<file path="src/rtl/gf32_mul_share_server_pkg.sv">
`default_nettype none
// =====================================================================
// gf32_mul_share_server_pkg : field names, requester IDs, tag FIFO depth
// and byte-lane GF(2^8) / GF(251) multiply functions.  Rev 1.0
// =====================================================================
package gf32_mul_share_server_pkg;

   localparam string FIELD_GF256 = "GF256";
   localparam string FIELD_P251  = "P251";

   localparam int TAG_DEPTH = 2;
   localparam int TAG_PTR_W = $clog2(TAG_DEPTH);
   localparam int TAG_CNT_W = $clog2(TAG_DEPTH + 1);

   typedef enum logic {
      REQ_0 = 1'b0,
      REQ_1 = 1'b1
   } req_id_e;

   // Carry-less product reduced by the AES polynomial x^8+x^4+x^3+x+1.
   function automatic logic [7:0] gf256_mul8(input logic [7:0] a, input logic [7:0] b);
      logic [14:0] p;
      p = '0;
      for (int i = 0; i < 8; i++) begin
         if (b[i]) p = p ^ (15'(a) << i);
      end
      for (int i = 14; i >= 8; i--) begin
         if (p[i]) p = p ^ (15'h11B << (i - 8));
      end
      return p[7:0];
   endfunction

   function automatic logic [7:0] gf251_mul8(input logic [7:0] a, input logic [7:0] b);
      logic [15:0] p;
      p = ({8'd0, a} * {8'd0, b}) % 16'd251;
      return p[7:0];
   endfunction

   function automatic logic [31:0] gf_mul_32(input logic [31:0] a, input logic [31:0] b);
      logic [31:0] r;
      r = '0;
      for (int l = 0; l < 4; l++) begin
         r[8*l +: 8] = gf256_mul8(a[8*l +: 8], b[8*l +: 8]);
      end
      return r;
   endfunction

   function automatic logic [31:0] gf251_mul_32(input logic [31:0] a, input logic [31:0] b);
      logic [31:0] r;
      r = '0;
      for (int l = 0; l < 4; l++) begin
         r[8*l +: 8] = gf251_mul8(a[8*l +: 8], b[8*l +: 8]);
      end
      return r;
   endfunction

endpackage
`default_nettype wire

</file>
<file path="src/rtl/gf32_mul_core.sv">
`default_nettype none
// =====================================================================
// gf32_mul_core : fixed-latency pipelined 4-lane field multiplier.
// Rev 1.0
// =====================================================================
module gf32_mul_core
   import gf32_mul_share_server_pkg::*;
#(
   parameter string FIELD   = FIELD_P251,
   parameter int    MUL_LAT = 2
) (
   input  logic        i_clk,
   input  logic        i_rst,
   input  logic        i_start,
   input  logic [31:0] i_x,
   input  logic [31:0] i_y,
   output logic        o_done,
   output logic [31:0] o_res
);

   logic [31:0]        w_prod;
   logic [MUL_LAT-1:0] vld_q;
   logic [31:0]        res_q [MUL_LAT];

   generate
      if (FIELD == FIELD_GF256) begin : g_gf256
         assign w_prod = gf_mul_32(i_x, i_y);
      end else begin : g_p251
         assign w_prod = gf251_mul_32(i_x, i_y);
      end
   endgenerate

   // Product is formed in the first stage; later stages only delay it.
   always_ff @(posedge i_clk) begin
      if (i_rst) begin
         vld_q <= '0;
         res_q <= '{default: '0};
      end else begin
         vld_q[0] <= i_start;
         res_q[0] <= w_prod;
         for (int s = 1; s < MUL_LAT; s++) begin
            vld_q[s] <= vld_q[s-1];
            res_q[s] <= res_q[s-1];
         end
      end
   end

   assign o_done = vld_q[MUL_LAT-1];
   assign o_res  = res_q[MUL_LAT-1];

endmodule
`default_nettype wire

</file>
<file path="src/rtl/gf32_mul_share_server.sv">
`default_nettype none
// =====================================================================
// gf32_mul_share_server : two requesters sharing one pipelined GF multiplier
// with round-robin arbitration and an in-order result tag FIFO.  Rev 1.0
// =====================================================================
module gf32_mul_share_server
   import gf32_mul_share_server_pkg::*;
#(
   parameter string FIELD   = "P251",
   parameter int    MUL_LAT = 2
) (
   input  logic        i_clk,
   input  logic        i_rst,
   input  logic        i_start_0,
   input  logic [31:0] i_x_0,
   input  logic [31:0] i_y_0,
   output logic [31:0] o_o_0,
   output logic        o_done_0,
   input  logic        i_start_1,
   input  logic [31:0] i_x_1,
   input  logic [31:0] i_y_1,
   output logic [31:0] o_o_1,
   output logic        o_done_1,
   output logic        o_err
);

   logic [1:0]           pending_q, pending_d;
   logic [1:0]           hold_v_q, hold_v_d;
   logic [31:0]          hold_x_q [2];
   logic [31:0]          hold_x_d [2];
   logic [31:0]          hold_y_q [2];
   logic [31:0]          hold_y_d [2];
   req_id_e              rr_q, rr_d;
   req_id_e              tag_q [TAG_DEPTH];
   req_id_e              tag_d [TAG_DEPTH];
   logic [TAG_PTR_W-1:0] wr_q, wr_d, rd_q, rd_d;
   logic [TAG_CNT_W-1:0] cnt_q, cnt_d;
   logic                 err_q, err_d;

   logic [1:0]  w_start, w_pend, w_acc, w_viol, w_cand, w_done;
   logic [31:0] w_x [2];
   logic [31:0] w_y [2];
   req_id_e     w_gnt, w_lose;
   logic        w_contend, w_core_start, w_core_done, w_pop, w_push;
   logic [31:0] w_core_x, w_core_y, w_core_res;

   assign w_start = {i_start_1, i_start_0};
   assign w_x[0]  = i_x_0;
   assign w_x[1]  = i_x_1;
   assign w_y[0]  = i_y_0;
   assign w_y[1]  = i_y_1;

   // A requester whose result retires this cycle is no longer pending.
   always_comb begin
      w_pop  = w_core_done && (cnt_q != '0);
      w_done = '0;
      if (w_pop) w_done[tag_q[rd_q]] = 1'b1;
      w_pend = pending_q & ~w_done;
      w_acc  = w_start & ~w_pend & {2{~i_rst}};
      w_viol = w_start &  w_pend & {2{~i_rst}};
      w_cand = w_acc | hold_v_q;
   end

   always_comb begin
      w_contend    = &w_cand;
      w_core_start = |w_cand;
      w_gnt        = REQ_0;
      if (w_contend)      w_gnt = rr_q;
      else if (w_cand[1]) w_gnt = REQ_1;
      w_lose   = (w_gnt == REQ_0) ? REQ_1 : REQ_0;
      w_core_x = hold_v_q[w_gnt] ? hold_x_q[w_gnt] : w_x[w_gnt];
      w_core_y = hold_v_q[w_gnt] ? hold_y_q[w_gnt] : w_y[w_gnt];
   end

   always_comb begin
      pending_d = (pending_q & ~w_done) | w_acc;
      hold_v_d  = hold_v_q;
      hold_x_d  = hold_x_q;
      hold_y_d  = hold_y_q;
      rr_d      = rr_q;
      if (w_core_start) hold_v_d[w_gnt] = 1'b0;
      if (w_contend) begin
         rr_d = w_lose;
         if (!hold_v_q[w_lose]) begin
            hold_v_d[w_lose] = 1'b1;
            hold_x_d[w_lose] = w_x[w_lose];
            hold_y_d[w_lose] = w_y[w_lose];
         end
      end
   end

   always_comb begin
      tag_d  = tag_q;
      wr_d   = wr_q;
      rd_d   = rd_q;
      w_push = w_core_start && ((cnt_q != TAG_CNT_W'(TAG_DEPTH)) || w_pop);
      if (w_push) begin
         tag_d[wr_q] = w_gnt;
         wr_d        = wr_q + 1'b1;
      end
      if (w_pop) rd_d = rd_q + 1'b1;
      cnt_d = cnt_q + TAG_CNT_W'(w_push) - TAG_CNT_W'(w_pop);
      err_d = err_q | (|w_viol) | (w_core_done && (cnt_q == '0));
   end

   always_ff @(posedge i_clk) begin
      if (i_rst) begin
         pending_q <= '0;
         hold_v_q  <= '0;
         hold_x_q  <= '{default: '0};
         hold_y_q  <= '{default: '0};
         rr_q      <= REQ_0;
         tag_q     <= '{default: REQ_0};
         wr_q      <= '0;
         rd_q      <= '0;
         cnt_q     <= '0;
         err_q     <= 1'b0;
      end else begin
         pending_q <= pending_d;
         hold_v_q  <= hold_v_d;
         hold_x_q  <= hold_x_d;
         hold_y_q  <= hold_y_d;
         rr_q      <= rr_d;
         tag_q     <= tag_d;
         wr_q      <= wr_d;
         rd_q      <= rd_d;
         cnt_q     <= cnt_d;
         err_q     <= err_d;
      end
   end

   gf32_mul_core #(
      .FIELD   (FIELD),
      .MUL_LAT (MUL_LAT)
   ) u_core (
      .i_clk   (i_clk),
      .i_rst   (i_rst),
      .i_start (w_core_start),
      .i_x     (w_core_x),
      .i_y     (w_core_y),
      .o_done  (w_core_done),
      .o_res   (w_core_res)
   );

   assign o_done_0 = w_done[0];
   assign o_done_1 = w_done[1];
   assign o_o_0    = w_done[0] ? w_core_res : '0;
   assign o_o_1    = w_done[1] ? w_core_res : '0;
   assign o_err    = err_q;

endmodule
`default_nettype wire

</file>
<file path="config.mk">
export PLATFORM = sky130hd
export DESIGN_NAME = gf32_mul_share_server
export DESIGN_NICKNAME = d
export VERILOG_FILES = /design/src/rtl/gf32_mul_share_server_pkg.sv /design/src/rtl/gf32_mul_core.sv /design/src/rtl/gf32_mul_share_server.sv
export SDC_FILE = /design/constraint.sdc
export NUM_CORES = 2
export LEC_CHECK = 0
export ABC_AREA = 0
export BUFFER_PORTS_ARGS = -buffer_cell sky130_fd_sc_hd__buf_4
export CORE_AREA = 2 2 237 239
export DETAILED_ROUTE_END_ITERATION = 10
export DIE_AREA = 0 0 239 241
export GPL_TIMING_DRIVEN = 1
export PLACE_DENSITY = 0.76
export SYNTH_ARGS = -nofsm -noshare
export SYNTH_HDL_FRONTEND = slang
export SYNTH_HIERARCHICAL = 1
export SYNTH_SLANG_ARGS = --single-unit
</file>
<file path="constraint.sdc">
create_clock -name i_clk -period 14.7 [get_ports i_clk]
set_clock_uncertainty 0.1 [all_clocks]
set_input_delay 2.94 -clock i_clk [delete_from_list [all_inputs] [get_ports i_clk]]
set_output_delay 2.94 -clock i_clk [all_outputs]
set_load 0.1 [all_outputs]
</file>
=== After elaboration in Yosys (flattened, before gate mapping) ===
Index checks and enable logic that the tools add are counted.

* Input port bits: 132
* Output and inout bits: 67
* Bits in registers: 206

* Reductions and logical operators: 15
* Multiplexer cells: 49
* Add/sub/neg operators: 4
* Equal/unequal tests: 1
* Order comparisons: 12
* Div/mod/pow operators: 4
* Multipliers: 4
* Bitwise operators: 20

{| class="wikitable"
|+ Operator list
! operator !! number
|-
| 32-bit two-way mux || 23
|-
| 64-bit bitwise mux || 2
|-
| 16-bit by 8-bit remainder unit with 16-bit output, second input constant || 4
|-
| 8-bit by 8-bit multiplier with 16-bit output || 4
|-
| 32-bit demux with 1-bit select || 1
|-
| 1-bit two-way mux || 14
|-
| 2-bit AND || 6
|-
| 2-bit >= comparator, second input constant || 4
|-
| 1-bit logical AND || 8
|-
| 2-bit two-way mux || 4
|-
| 1-bit NOT with 2-bit output || 4
|-
| 1-bit by 2-bit < comparator with 1-bit output, second input constant || 3
|-
| 2-bit NOT || 3
|-
| 2-bit OR || 3
|-
| 1-bit demux with 1-bit select || 4
|-
| 2-bit by 1-bit < comparator with 1-bit output, second input constant || 2
|-
| 2-bit OR reduction || 2
|-
| 1-bit >= comparator, second input constant || 3
|-
| 3-bit AND reduction || 1
|-
| 1-bit adder, second input constant || 2
|-
| 2-bit by 1-bit adder with 2-bit output || 1
|-
| 2-bit bitwise mux || 1
|-
| 2-bit zero test || 1
|-
| 2-bit inequality test, second input constant || 1
|-
| 6 further kinds || 8
|}

=== Depth between registers and ports, before layout ===
* Depth after elaboration: 27
* Mapped depth: 56
* Gate-level depth less buffers: 49

=== Modules after synthesis ===
Netlist, hierarchy kept.

{| class="wikitable"
|+ By module, submodules not included
! module !! area an instance (um2) !! sequential area each (um2) !! times used !! cells each
|-
| gf32_mul_core || 22409.0 || 1321.3 || 1 || 2938
|-
| gf32_mul_share_server || 7519.7 || 2802.7 || 1 || 723
|}

=== Worst setup path after synthesis ===
Ideal clock, no wire load.

* Kind: input to register
* Start point: input i_start_0
* End point: register u_core/res_q[39] (netlist bit)
* Buffers on the path: 4
* Setup time: 123 ps
* Arrival time: 15396 ps
* Stages: 51
* Path slack: -919 ps
* Path through: inv_1 nor2_1 a21oi_2 o21ai_2 buf_6 buf_6 mux4_2 and2_1 fa_1 fa_1 fa_1 inv_1 fa_1 inv_1 ha_1 buf_2 o21a_1 o21ai_0 (+15 left out) o32ai_4 o211ai_1 nor2b_1 ha_1 inv_1 and2_1 mux2i_1 and3_1 a21oi_1 o21a_1 xnor2_1 ha_1 nor2_1 o211ai_1 o311ai_2 o31a_1 nor4b_2 mux2_1

* Longest elaborated chain between the ends: 12

{| class="wikitable"
|+ Ends and longest elaborated chain
! element !! RTL line !! text
|-
| from (decl) || gf32_mul_share_server.sv:14 || <nowiki>input logic i_start_0,</nowiki>
|-
| 2-bit AND * (2 in series) || gf32_mul_share_server.sv:59 || <nowiki>w_acc = w_start & ~w_pend & {2{~i_rst}};</nowiki>
|-
| 2-bit OR * || gf32_mul_share_server.sv:61 || <nowiki>w_cand = w_acc | hold_v_q;</nowiki>
|-
| 2-bit AND reduction * || gf32_mul_share_server.sv:65 || <nowiki>w_contend = &w_cand;</nowiki>
|-
| 1-bit two-way mux * || gf32_mul_share_server.sv:68 || <nowiki>if (w_contend) w_gnt = rr_q;</nowiki>
|-
| 1-bit NOT with 2-bit output (not written as such) || gf32_mul_share_server.sv:72 || <nowiki>w_core_y = hold_v_q[w_gnt] ? hold_y_q[w_gnt] : w_y[w_gnt];</nowiki>
|-
| 32-bit two-way mux (not written as such) (3 in series) || gf32_mul_share_server.sv:72 ||
|-
| 32-bit two-way mux * || gf32_mul_share_server.sv:72 ||
|-
| via w_core_y[7] || gf32_mul_share_server.sv:45 || <nowiki>logic [31:0] w_core_x, w_core_y, w_core_res;</nowiki>
|-
| 8-bit by 8-bit multiplier with 16-bit output * || gf32_mul_share_server_pkg.sv:35 || <nowiki>p = ({8'd0, a} * {8'd0, b}) % 16'd251;</nowiki>
|-
| 16-bit by 8-bit remainder unit with 16-bit output * || gf32_mul_share_server_pkg.sv:35 ||
|-
| to (signal, indexed assignment) || gf32_mul_core.sv:43 || <nowiki>res_q[s] <= res_q[s-1];</nowiki>
|-
| to (decl) || gf32_mul_core.sv:23 || <nowiki>logic [31:0] res_q [MUL_LAT];</nowiki>
|}

Mark *: on every way through the listed nets, which the timed path passes. The rest lies on a longest branch. The select of a mux whose other input is x is not followed.
A chain may end at the register's enable or synchronous reset.

=== Final worst setup path ===
* Start point: input i_start_0
* End point: register u_core/res_q[43] (netlist bit)

* Longest elaborated chain between the ends: 12

{| class="wikitable"
|+ Ends and longest elaborated chain
! element !! RTL line !! text
|-
| 2-bit AND * (2 in series) || gf32_mul_share_server.sv:59 ||
|-
| 2-bit OR * || gf32_mul_share_server.sv:61 ||
|-
| 2-bit AND reduction * || gf32_mul_share_server.sv:65 ||
|-
| 1-bit two-way mux * || gf32_mul_share_server.sv:68 ||
|-
| 1-bit NOT with 2-bit output (not written as such) || gf32_mul_share_server.sv:71 || <nowiki>w_core_x = hold_v_q[w_gnt] ? hold_x_q[w_gnt] : w_x[w_gnt];</nowiki>
|-
| 32-bit two-way mux (not written as such) (3 in series) || gf32_mul_share_server.sv:71 ||
|-
| 32-bit two-way mux * || gf32_mul_share_server.sv:71 ||
|-
| via w_core_x[12] || gf32_mul_share_server.sv:45 ||
|-
| 8-bit by 8-bit multiplier with 16-bit output * || gf32_mul_share_server_pkg.sv:35 ||
|-
| 16-bit by 8-bit remainder unit with 16-bit output * || gf32_mul_share_server_pkg.sv:35 ||
|}

Marked as above.

==> summary.md <==
| Metric | Value |
|---|---|
| Fin crit period | `between 10 and 15 ns` |
| Slew margin rel. | `12.7%` |
| Skew-Pair Late Insertion Delay | `between 0.5 and 0.6 ns` |
| Post-DR vias/cell | `6.14` |
| Max cap viols | `0` |
| Max incr delay on CP | `0.57 ns` |
| CP Class | `input pin to flop` |
| Mux contribution to synthesized area | `9.57%` |
| Die area | `roughly 0.058 mm2` |
| Req. time, crit path | `15.11 ns` |
| Largest family of logic cells by synthesized area | `compound AO/OA/AOI/OAI gates` |
| Boundary Pins | `199` |
| Largest net degree at the start of global routing | `90` |
| RSZ-0062 raised after global routing | `yes` |
| Starting Density | `between 50% and 60%` |
| Measured slew at the worst slew-check pin | `1.31 ns` |
| Die Span Y | `241 um` |
| Synth Area in Compound Gates | `between 20% and 30%` |
| First-pass GRT wire length | `155000 um` |
| H-tree Lvls | `1` |
| Reg clk slew, reported paths | `0.06 ns` |
| Die width | `239 um` |
| Final WL | `99400 um` |
| Simple-gate share of the synthesized area | `approximately 25%` |
| Commonest cells after routing, fill and taps aside | `1129 x buf_4, 282 x and2_1, 235 x nand2_1, 221 x inv_1, 206 x dfxtp_1` |
| Final hold vios | `0` |
| Detail-routed net length per standard cell | `about 18 um` |
| Worst reg2reg setup slack | `roughly 1.7 ns` |
| 1st-iter DRT viols | `2785` |
| Failing checks | `negative setup slack` |
| Setup ws final | `-0.0952 ns` |
| Drc violations | `0` |
| Adder-cell share of the synthesized area | `16.3%` |
| Row cnt | `86` |
| TNS Setup | `-0.238 ns` |
| TritonCTS clock tree | `done` |
| CTS buffer count | `25` |
| Grt total ovfl | `0` |
| Drt pass-1 iters | `8` |
| Critical Path AT | `15.20 ns` |
| Tcrit/Tclk final | `101%` |
| Num Clock Sinks | `around 200` |
| Root Driver | `clkbuf_16` |
| Share of flip-flops with an asynchronous set or reset | `0%` |
| Crit-path slowest cell | `mux4_2` |
| Hold Path Sink | `u_core/o_res[5]$_SDFF_PP0_` |
| Setup crit end kind | `flop` |
| Fmax | `around 68 MHz` |
| Vias in the first global route | `about 32000` |
| R2r startpoint | `rd_q$_SDFFE_PP0N_` |
| Synth Area in XOR/XNOR | `~4.2%` |
| Number of buffers added on ports | `198` |
| R2R depth | `53` |
| Synthesized area | `0.0299 mm2` |
| Synthesis warning total | `6` |
| Hold crit path type | `flop to flop` |
| Core ar. | `0.0549 mm2` |
| CP most frequent cell | `fa_1` |
| Total number of vias | `33117` |
| Register area share after synthesis | `between 10% and 20%` |
| Post-synth EDFFs | `0` |
| Ratio of cells with drive above 1 in the final layout | `37.7%` |
| Synth Area per Inst | `8.18 um2` |
| Hold path startpoint | `u_core/res_q[37]$_SDFF_PP0_` |
| Antenna violations before repair | `4` |
| Global placer's final weighted congestion | `0.950` |
| Status | `finished, violations left` |
| WP buf/inv | `11` |
| All-Layer GR Usage | `32.1%` |
| Synth Instances | `3661` |
| Max Slew Vio Count | `0` |
| Ys flop type | `dfxtp_1` |
| Commonest non-fill, non-tap cell in the layout | `buf_4` |
| Hpwl dp | `73600 um` |
| # setup viols final | `4` |
| Post-synthesis cell type count | `134` |
| CTS Buffer Depth | `3` |
| Seq cells post-synth | `206` |
| Cell family with most CP delay | `compound AO/OA/AOI/OAI gates` |
| Layout area overhead | `39.2%` |
| Post-DRT Antenna Nets | `0` |
| Hold depth | `1` |
| Crit path max fanout | `7` |
| Worst r2r dst | `u_core/res_q[43]$_SDFF_PP0_` |
| Syn Nets | `4091` |
| Net count, final | `between 5000 and 6000` |
| Startpoint Class | `input pin` |
## sequential cells by signal, indices dropped and copies added, names as in the netlist
name	count
cnt_q	2
hold_v_q	2
hold_x_q	64
hold_y_q	64
o_err	1
pending_q	2
rd_q	1
rr_q	1
tag_q	2
u_core/o_res	32
u_core/res_q	32
u_core/vld_q	2
wr_q	1
## per-stage QoR
stage / std cells / hold WS [ns] / area (um2) / setup slack (ns) / util [%]
after CTS: 5310 / 0.335 / 39600 / 0.0600 / 72.1
final: 5396 / 0.327 / 41700 / -0.0952 / 75.9
after global placement: 5264 / 0.319 / 38700 / -0.344 / 70.6
after detailed placement: 5264 / 0.322 / 38700 / -0.497 / 70.6
after global routing: 5396 / 0.363 / 41700 / -0.496 / 75.9
after floorplan: 3661 / 0.314 / 30600 / -0.0296 / -
## area by class of cell
cell class	count	area, um2
multi-input cells	3045	26000
diodes	1	2.50
repair buffers	1159	8960
inverters	235	886
clock buffers	29	681
flip-flops and latches	206	4120
clock inverters	17	149
well taps	704	881
fillers	3787	13200
## synth_stat cells (all sizes together) (25+ instances only)
master	n	area share, %
a21oi	222	3.8
nor2	200	2.6
and3	37	0.77
dfxtp	206	14
and2	296	6.2
o31ai	33	0.92
mux2	84	3.2
buf	94	2.0
a21o	41	1.0
o211ai	54	1.4
nand2b	25	0.52
inv	235	2.9
xor2	40	1.2
a31oi	42	0.99
mux4	64	4.8
or3	35	0.75
nor3	96	1.7
nand4	37	0.79
o21a	31	0.78
nor2b	118	2.5
fa	144	9.6
nor4	43	1.1
nand3	149	2.5
xnor2	96	2.9
o21ai	216	3.8
ha	154	6.4
a211oi	69	2.0
mux2i	46	1.6
nand2	241	3.0
or2	35	0.74
clkbuf	81	1.0
## cell families after synthesis
kind of cell	count (synthesis)
fa+ha+maj	304
mux	194
flops	206
buf+inv	410
simple gates	1363
xor+xnor	137
compound gates	1047
## routing by layer
| metal | global-route usage, % | wire length [um] |
|---|---|---|
| met1 | 41.4 | 40900 |
| met2 | 55.9 | 48500 |
| met3 | 3.59 | 6420 |
| met4 | 11.1 | 3610 |
| met5 | 0 | 0 |
## worst max path at each step
stage / from / endpoint / cells after the start
after floorplan: i_start_1 / u_core/res_q[39]$_SDFF_PP0_ / 50
after global placement: i_start_0 / u_core/res_q[51]$_SDFF_PP0_ / 47
after detailed placement: i_start_0 / u_core/res_q[51]$_SDFF_PP0_ / 49
after CTS: i_start_0 / u_core/res_q[51]$_SDFF_PP0_ / 49
after global routing: i_start_0 / u_core/res_q[43]$_SDFF_PP0_ / 54
final: i_start_0 / u_core/res_q[43]$_SDFF_PP0_ / 54
## what timing repair did
| action | 4_1_cts | 5_1_grt |
|---|---|---|
| endpoints found under the setup margin | 0 | 32 |
| resized for setup | 0 | 290 |
| buffers inserted | 0 | 83 |
| hold buffers | 0 | 0 |
Power is not shown: default switching activity piles up to over one toggle a cycle in this logic, so the estimate is an artifact.
